===== config.mk =====
export PLATFORM = sky130hd
export DESIGN_NAME = alu_div_sequencer
export DESIGN_NICKNAME = d
export VERILOG_FILES = /design/src/rtl/alu_div_sequencer.sv
export SDC_FILE = /design/constraint.sdc
export NUM_CORES = 1
export LEC_CHECK = 0
export ABC_CLOCK_PERIOD_IN_PS = 4970
export BUFFER_PORTS_ARGS = -buffer_cell sky130_fd_sc_hd__buf_4
export CELL_PAD_IN_SITES_DETAIL_PLACEMENT = 1
export CELL_PAD_IN_SITES_GLOBAL_PLACEMENT = 1
export CORE_UTILIZATION = 43
export CTS_BUF_LIST = sky130_fd_sc_hd__clkbuf_8
export DETAILED_ROUTE_END_ITERATION = 10
export HOLD_SLACK_MARGIN = 0.03
export PLACE_DENSITY = 0.91
export SYNTH_ARGS = -nofsm -noshare
export SYNTH_HDL_FRONTEND = slang
export SYNTH_SLANG_ARGS = --single-unit

===== constraint.sdc =====
create_clock -name clk_i -period 4.97 [get_ports clk_i]
set_clock_uncertainty 0.15 [all_clocks]
set_input_delay 0.994 -clock clk_i [delete_from_list [all_inputs] [get_ports clk_i]]
set_output_delay 0.994 -clock clk_i [all_outputs]
set_load 0.01 [all_outputs]

===== src/rtl/alu_div_sequencer.sv =====
// Multi-cycle radix-2 restoring divider for div/divu/rem/remu.
// Optional result reuse cache: define DIV_RESULT_REUSE_EN.
module alu_div_sequencer #(
    parameter int XLEN  = 32,
    parameter int CNT_W = 6
) (
    input  logic            clk_i,
    input  logic            rst_ni,
    input  logic            req_i,
    input  logic [4:0]      alu_op_i,
    input  logic [XLEN-1:0] op_a_i,
    input  logic [XLEN-1:0] op_b_i,
    input  logic            flush_i,
    output logic            ready_o,
    output logic            stall_o,
    output logic            valid_o,
    output logic [XLEN-1:0] result_o
);

    localparam logic [1:0] S_IDLE = 2'd0;
    localparam logic [1:0] S_CALC = 2'd1;
    localparam logic [1:0] S_DONE = 2'd2;

    localparam logic [4:0] OP_DIV  = 5'b01110;
    localparam logic [4:0] OP_DIVU = 5'b01111;
    localparam logic [4:0] OP_REM  = 5'b10000;
    localparam logic [4:0] OP_REMU = 5'b10001;

    localparam logic [XLEN-1:0] MIN_S = {1'b1, {(XLEN-1){1'b0}}};
    localparam logic [XLEN-1:0] ONES  = '1;
    localparam logic [CNT_W-1:0] LAST = CNT_W'(XLEN-1);

    logic [1:0]      state_q;
    logic [CNT_W-1:0] cnt_q;
    logic [XLEN-1:0] r_q, q_q, bmag_q;
    logic            sa_q, sb_q, sel_q;
    logic [XLEN-1:0] quo_q, rem_q;
    logic            out_rem_q;

    logic is_div, sgn_in, sel_in;

    always_comb begin
        is_div = 1'b0;
        sgn_in = 1'b0;
        sel_in = 1'b0;
        case (alu_op_i)
            OP_DIV:  begin is_div = 1'b1; sgn_in = 1'b1; end
            OP_DIVU: begin is_div = 1'b1; end
            OP_REM:  begin is_div = 1'b1; sgn_in = 1'b1; sel_in = 1'b1; end
            OP_REMU: begin is_div = 1'b1; sel_in = 1'b1; end
            default: ;
        endcase
    end

    logic            a_neg, b_neg, b_zero, ovf, accept;
    logic [XLEN-1:0] a_mag, b_mag;

    assign a_neg  = sgn_in & op_a_i[XLEN-1];
    assign b_neg  = sgn_in & op_b_i[XLEN-1];
    assign a_mag  = a_neg ? -op_a_i : op_a_i;
    assign b_mag  = b_neg ? -op_b_i : op_b_i;
    assign b_zero = (op_b_i == '0);
    assign ovf    = sgn_in & (op_a_i == MIN_S) & (op_b_i == ONES);
    assign accept = (state_q == S_IDLE) & req_i & is_div & ~flush_i;

    // Partial remainder is XLEN+1 bits only transiently; the top bit of
    // the difference doubles as the "remainder < divisor" flag.
    logic [XLEN:0]   r_sh, diff;
    logic            ge;
    logic [XLEN-1:0] r_n, q_n, quo_fin, rem_fin;

    assign r_sh    = {r_q, q_q[XLEN-1]};
    assign diff    = r_sh - {1'b0, bmag_q};
    assign ge      = ~diff[XLEN];
    assign r_n     = ge ? diff[XLEN-1:0] : r_sh[XLEN-1:0];
    assign q_n     = {q_q[XLEN-2:0], ge};
    assign quo_fin = (sa_q ^ sb_q) ? -q_n : q_n;
    assign rem_fin = sa_q ? -r_n : r_n;

    logic            hit;
    logic [XLEN-1:0] hit_quo, hit_rem;

`ifdef DIV_RESULT_REUSE_EN
    logic            c_vld_q, c_sgn_q, sgn_q;
    logic [XLEN-1:0] c_a_q, c_b_q, c_quo_q, c_rem_q, a_q, b_q;

    assign hit = c_vld_q & (c_a_q == op_a_i) & (c_b_q == op_b_i)
               & (c_sgn_q == sgn_in);
    assign hit_quo = c_quo_q;
    assign hit_rem = c_rem_q;

    always_ff @(posedge clk_i or negedge rst_ni) begin
        if (!rst_ni) begin
            c_vld_q <= 1'b0;
            c_sgn_q <= 1'b0;
            c_a_q   <= '0;
            c_b_q   <= '0;
            c_quo_q <= '0;
            c_rem_q <= '0;
            sgn_q   <= 1'b0;
            a_q     <= '0;
            b_q     <= '0;
        end else begin
            if (accept) begin
                sgn_q <= sgn_in;
                a_q   <= op_a_i;
                b_q   <= op_b_i;
            end
            if (state_q == S_DONE && !flush_i) begin
                c_vld_q <= 1'b1;
                c_sgn_q <= sgn_q;
                c_a_q   <= a_q;
                c_b_q   <= b_q;
                c_quo_q <= quo_q;
                c_rem_q <= rem_q;
            end
        end
    end
`else
    assign hit     = 1'b0;
    assign hit_quo = '0;
    assign hit_rem = '0;
`endif

    always_ff @(posedge clk_i or negedge rst_ni) begin
        if (!rst_ni) begin
            state_q   <= S_IDLE;
            cnt_q     <= '0;
            r_q       <= '0;
            q_q       <= '0;
            bmag_q    <= '0;
            sa_q      <= 1'b0;
            sb_q      <= 1'b0;
            sel_q     <= 1'b0;
            quo_q     <= '0;
            rem_q     <= '0;
            out_rem_q <= 1'b0;
        end else begin
            case (state_q)
                S_IDLE: begin
                    if (accept) begin
                        sel_q  <= sel_in;
                        sa_q   <= a_neg;
                        sb_q   <= b_neg;
                        bmag_q <= b_mag;
                        r_q    <= '0;
                        q_q    <= a_mag;
                        cnt_q  <= '0;
                        if (hit) begin
                            quo_q     <= hit_quo;
                            rem_q     <= hit_rem;
                            out_rem_q <= sel_in;
                            state_q   <= S_DONE;
                        end else if (b_zero) begin
                            quo_q     <= ONES;
                            rem_q     <= op_a_i;
                            out_rem_q <= sel_in;
                            state_q   <= S_DONE;
                        end else if (ovf) begin
                            quo_q     <= MIN_S;
                            rem_q     <= '0;
                            out_rem_q <= sel_in;
                            state_q   <= S_DONE;
                        end else begin
                            state_q <= S_CALC;
                        end
                    end
                end
                S_CALC: begin
                    if (flush_i) begin
                        state_q <= S_IDLE;
                    end else begin
                        r_q   <= r_n;
                        q_q   <= q_n;
                        cnt_q <= cnt_q + CNT_W'(1);
                        if (cnt_q == LAST) begin
                            quo_q     <= quo_fin;
                            rem_q     <= rem_fin;
                            out_rem_q <= sel_q;
                            state_q   <= S_DONE;
                        end
                    end
                end
                S_DONE:  state_q <= S_IDLE;
                default: state_q <= S_IDLE;
            endcase
        end
    end

    assign ready_o  = (state_q == S_IDLE);
    assign stall_o  = accept | (state_q == S_CALC);
    assign valid_o  = (state_q == S_DONE) & ~flush_i;
    assign result_o = out_rem_q ? rem_q : quo_q;

endmodule

==> summary.md <==
| Metric | Value |
|---|---|
| Run status | finished with violations |
| Failing checks | negative setup slack |
| Final WL | about 50000 um |
| Static Leak | between 6 and 7 nW |
| Starting Density | a little over two fifths |
| RD Place Congestion | between 0.9 and 1 |
| Critical Path Sink | rem_q[28] |
| Clk slew on worst S/H paths | ~0.1 ns |
| Initial antenna violation count | 0 |
| Synth Flop Type | dfrtp_1 |
| Total placed cells including tap cells | approximately 2200 |
| Vias in the first global route | 14700 |
| Detailed placement HPWL | ~37000 um |
| Share of synthesized registers carrying an async set or reset | 100% |
| Setup TNS | -0.00886 ns |
| Critical Path RT | between 5 and 6 ns |
| Final Hold Vio Count | 0 |
| R2r setup slk | -0.009 ns |
| Worst VDD drop | between 0.15 and 0.2 mV |
| #FFs+latches synth | 172 |
| Syn. warnings | 0 |
| Critical path class | reg2reg |
| Slew @ Worst Pin | about 1.1 ns |
| Max frequency | 0.201 GHz |
| Post-route clock period utilization | 100% |
| Synthesis-to-finish area growth | 15.3% |
| Global-route wire length before repair | about 78000 um |
| Distinct cells, synth | between 80 and 90 |
| Total gr overflow | 0 |
| Worst setup margin | -0.00886 ns |
| Adder-Cell Fraction of Synth Area | ~3.7% |
| HP Class | reg2reg |
| Mapped Avg Cell Area | between 7 and 8 um2 |
| Layout cells sized above 1 | between 10% and 20% |
| Antenna diode count | 0 |
| Top post-synthesis cells by count | 217 x o21ai_0, 213 x nand2_1, 172 x dfrtp_1 |
| Largest family of logic cells by synthesized area | compound AO/OA/AOI/OAI gates |
| Die extent in y | around 180 um |
| Vias | between 10000 and 15000 |
| Via density | 6.41 |
| Net count after synthesis | between 1500 and 2000 |
| CTS Buf Count | 17 |
| Synth Area in Compound Gates | a little under a quarter |
| Mapped cell area | 13400 um2 |
| R2R depth | 19 |
| Sequential share of the synthesized area | 32.2% |
| Final Non-Filler Cells | 2207 |
| IO buf count | 107 |
| Routed length per placed instance | roughly 23 um |
| Cell count after synthesis | ~1700 |
| Largest cells by area after synthesis | dfrtp_1 32%, o21ai_0 8.1%, nand2_1 6.0% |
| Num Clock Sinks | ~170 |
| Post-synth EDFFs | 0 |
| Dpl ws | -0.247 ns |
| Initial DRC Count | between 1000 and 1500 |
| DRC | 0 |
| Max FO, Critical Path | 6 |
| CTS tree | yes |
| Die footprint | between 30000 and 40000 um2 |
| Nature of the critical path startpoint | flop |
| Die width | 178 um |
| Area of the core | 30600 um2 |
| Post-synth top area share | ~32% |
| Leading area contributor after synthesis | dfrtp_1 |
| R2r endpoint | rem_q[28] |
| Tmin final | roughly 5 ns |
| # hold bufs at CTS | 0 |
| RSZ-0062 raised after global routing | yes |
| Clk root buf | clkbuf_8 |
| FF-to-FF Start | r_q[10] |
| Total GRT Usage | a little under a third |
| Worst skew pair latency | approximately 0.50 ns |
| Max-Cap Viols | 0 |
| Worst Setup SP | r_q[10] |
| # rows | 64 |
| Antenna viol nets, final | 0 |
| Final hold slack | between 0.3 and 0.4 ns |
| Post-route cell area | approximately 15000 um2 |
| Maximum buffer depth of the clock tree | 2 |
| Final setup fails | 1 |
| Critical Path End Type | flop |
| Post-Synth XOR/XNOR Area | under 10% |
| Nets | roughly 1900 |
| Top-count cell post-synth | o21ai_0 |
| PwrDens | around 350 nW/um2 |
| Largest net degree at the start of global routing | slightly above 100 |
| Slew Viols, Final | 0 |
| Drt pass-1 iters | 5 |
| Simple-Gate Fraction of Synth Area | 22.3% |
| Data arrival time of the critical path | approximately 5.3 ns |
| Mux cell area share after synthesis | 4.91% |
| Io pins | between 100 and 150 |
| H-tree levels | 4 |
| Worst slew margin | between 20% and 30% |
| Dpl cell area | approximately 15000 um2 |
## worst max-delay path: stages, from the launching register on
cell and delay (ns):
dfrtp_1 0.44, ha_1 0.40, nand2_1 0.12, o21ai_0 0.49, a21oi_2 0.18, a21oi_4 0.26
o21a_1 0.21, nor2_4 0.07, clkinv_4 0.07, mux2i_2 0.23, ha_2 0.24, nand2_2 0.07
a2111oi_4 0.22, or3b_4 0.45, nor3_4 0.27, a31oi_2 0.20, nor4b_2 0.36, a21oi_1 0.15
xor2_1 0.18, o21ai_1 0.13
## kinds of logic after synthesis
kind of cell | count (synthesis)
xor gates and xnor gates | 133
buffers and inverters | 148
and+or+nand+nor | 631
DFF | 172
muxes | 61
adders and majority gates | 39
AOI/OAI and AO/OA | 510
## report_power, final
part / leakage, nW / switching [mW] / internal (mW)
Sequential: 2.31 / 0.214 / 1.57
Combinational: 4.18 / 1.54 / 0.898
Clock: 0.207 / 0.604 / 0.506
## area by class of cell
type / instances / area (um2)
fillers: 3736 / 15200
multi-input cells: 1374 / 8630
flip-flops and latches: 172 / 4310
repair buffers: 180 / 1370
well taps: 396 / 495
clock buffers: 17 / 234
inverters: 53 / 204
clock inverters: 15 / 185
## per-layer routing
layer  up-vias  share of wire [%]  global-route usage [%]
met3       152                5.8                    5.58
li1       6287                  -                       -
met1      7121                 42                    39.8
met5         -                  0                       0
met2       583                 49                    52.4
met4         0                3.8                    15.2
## registers in the layout, indices dropped and copies added, names as in the netlist
signal and count:
bmag_q 32, cnt_q 6, out_rem_q 1, q_q 32, quo_q 32, r_q 32, rem_q 32, sa_q 1
sb_q 1, sel_q 1, state_q 2
## stage by stage
stage               util (%)  power [mW]
floorplan                  -        3.22
global placement        48.4        3.91
detailed placement      48.4        4.05
CTS                     49.8        5.17
global route            50.4        5.60
finish                  50.4        5.33
## worst min path at each step
stage,endpoint,slack [ns],start,cells past startpoint
2_1_floorplan,rem_q[27],0.29,rem_q[27],1
3_3_place_gp,quo_q[19],0.31,quo_q[19],2
3_5_place_dp,quo_q[5],0.32,quo_q[5],2
4_1_cts,quo_q[5],0.34,quo_q[5],2
5_1_grt,bmag_q[28],0.37,bmag_q[28],2
6_report,quo_q[5],0.34,quo_q[5],2
## placed cells by master (no fill, tap or decap), types with 15 or more instances in the layout
cell type / instances
a31oi_1: 15
ha_1: 36
mux2_2: 37
mux2i_1: 23
inv_1: 50
buf_4: 178
nor4_1: 20
a21oi_1: 108
or3_1: 30
o31ai_1: 24
clkbuf_8: 17
xnor2_1: 67
nand2_1: 212
o21ai_0: 216
nor2_1: 168
dfrtp_1: 171
nand3_1: 51
xor2_1: 66
nand4_1: 19
and2_1: 15
a221oi_1: 21
nor3_1: 30
## timing repair
item,in CTS,in global routing
resized for setup,4,28
pin swaps,3,13
setup endpoints to repair,7,12
setup buffers,1,7
gates cloned,0,0
(Power assumes the default switching activity.)
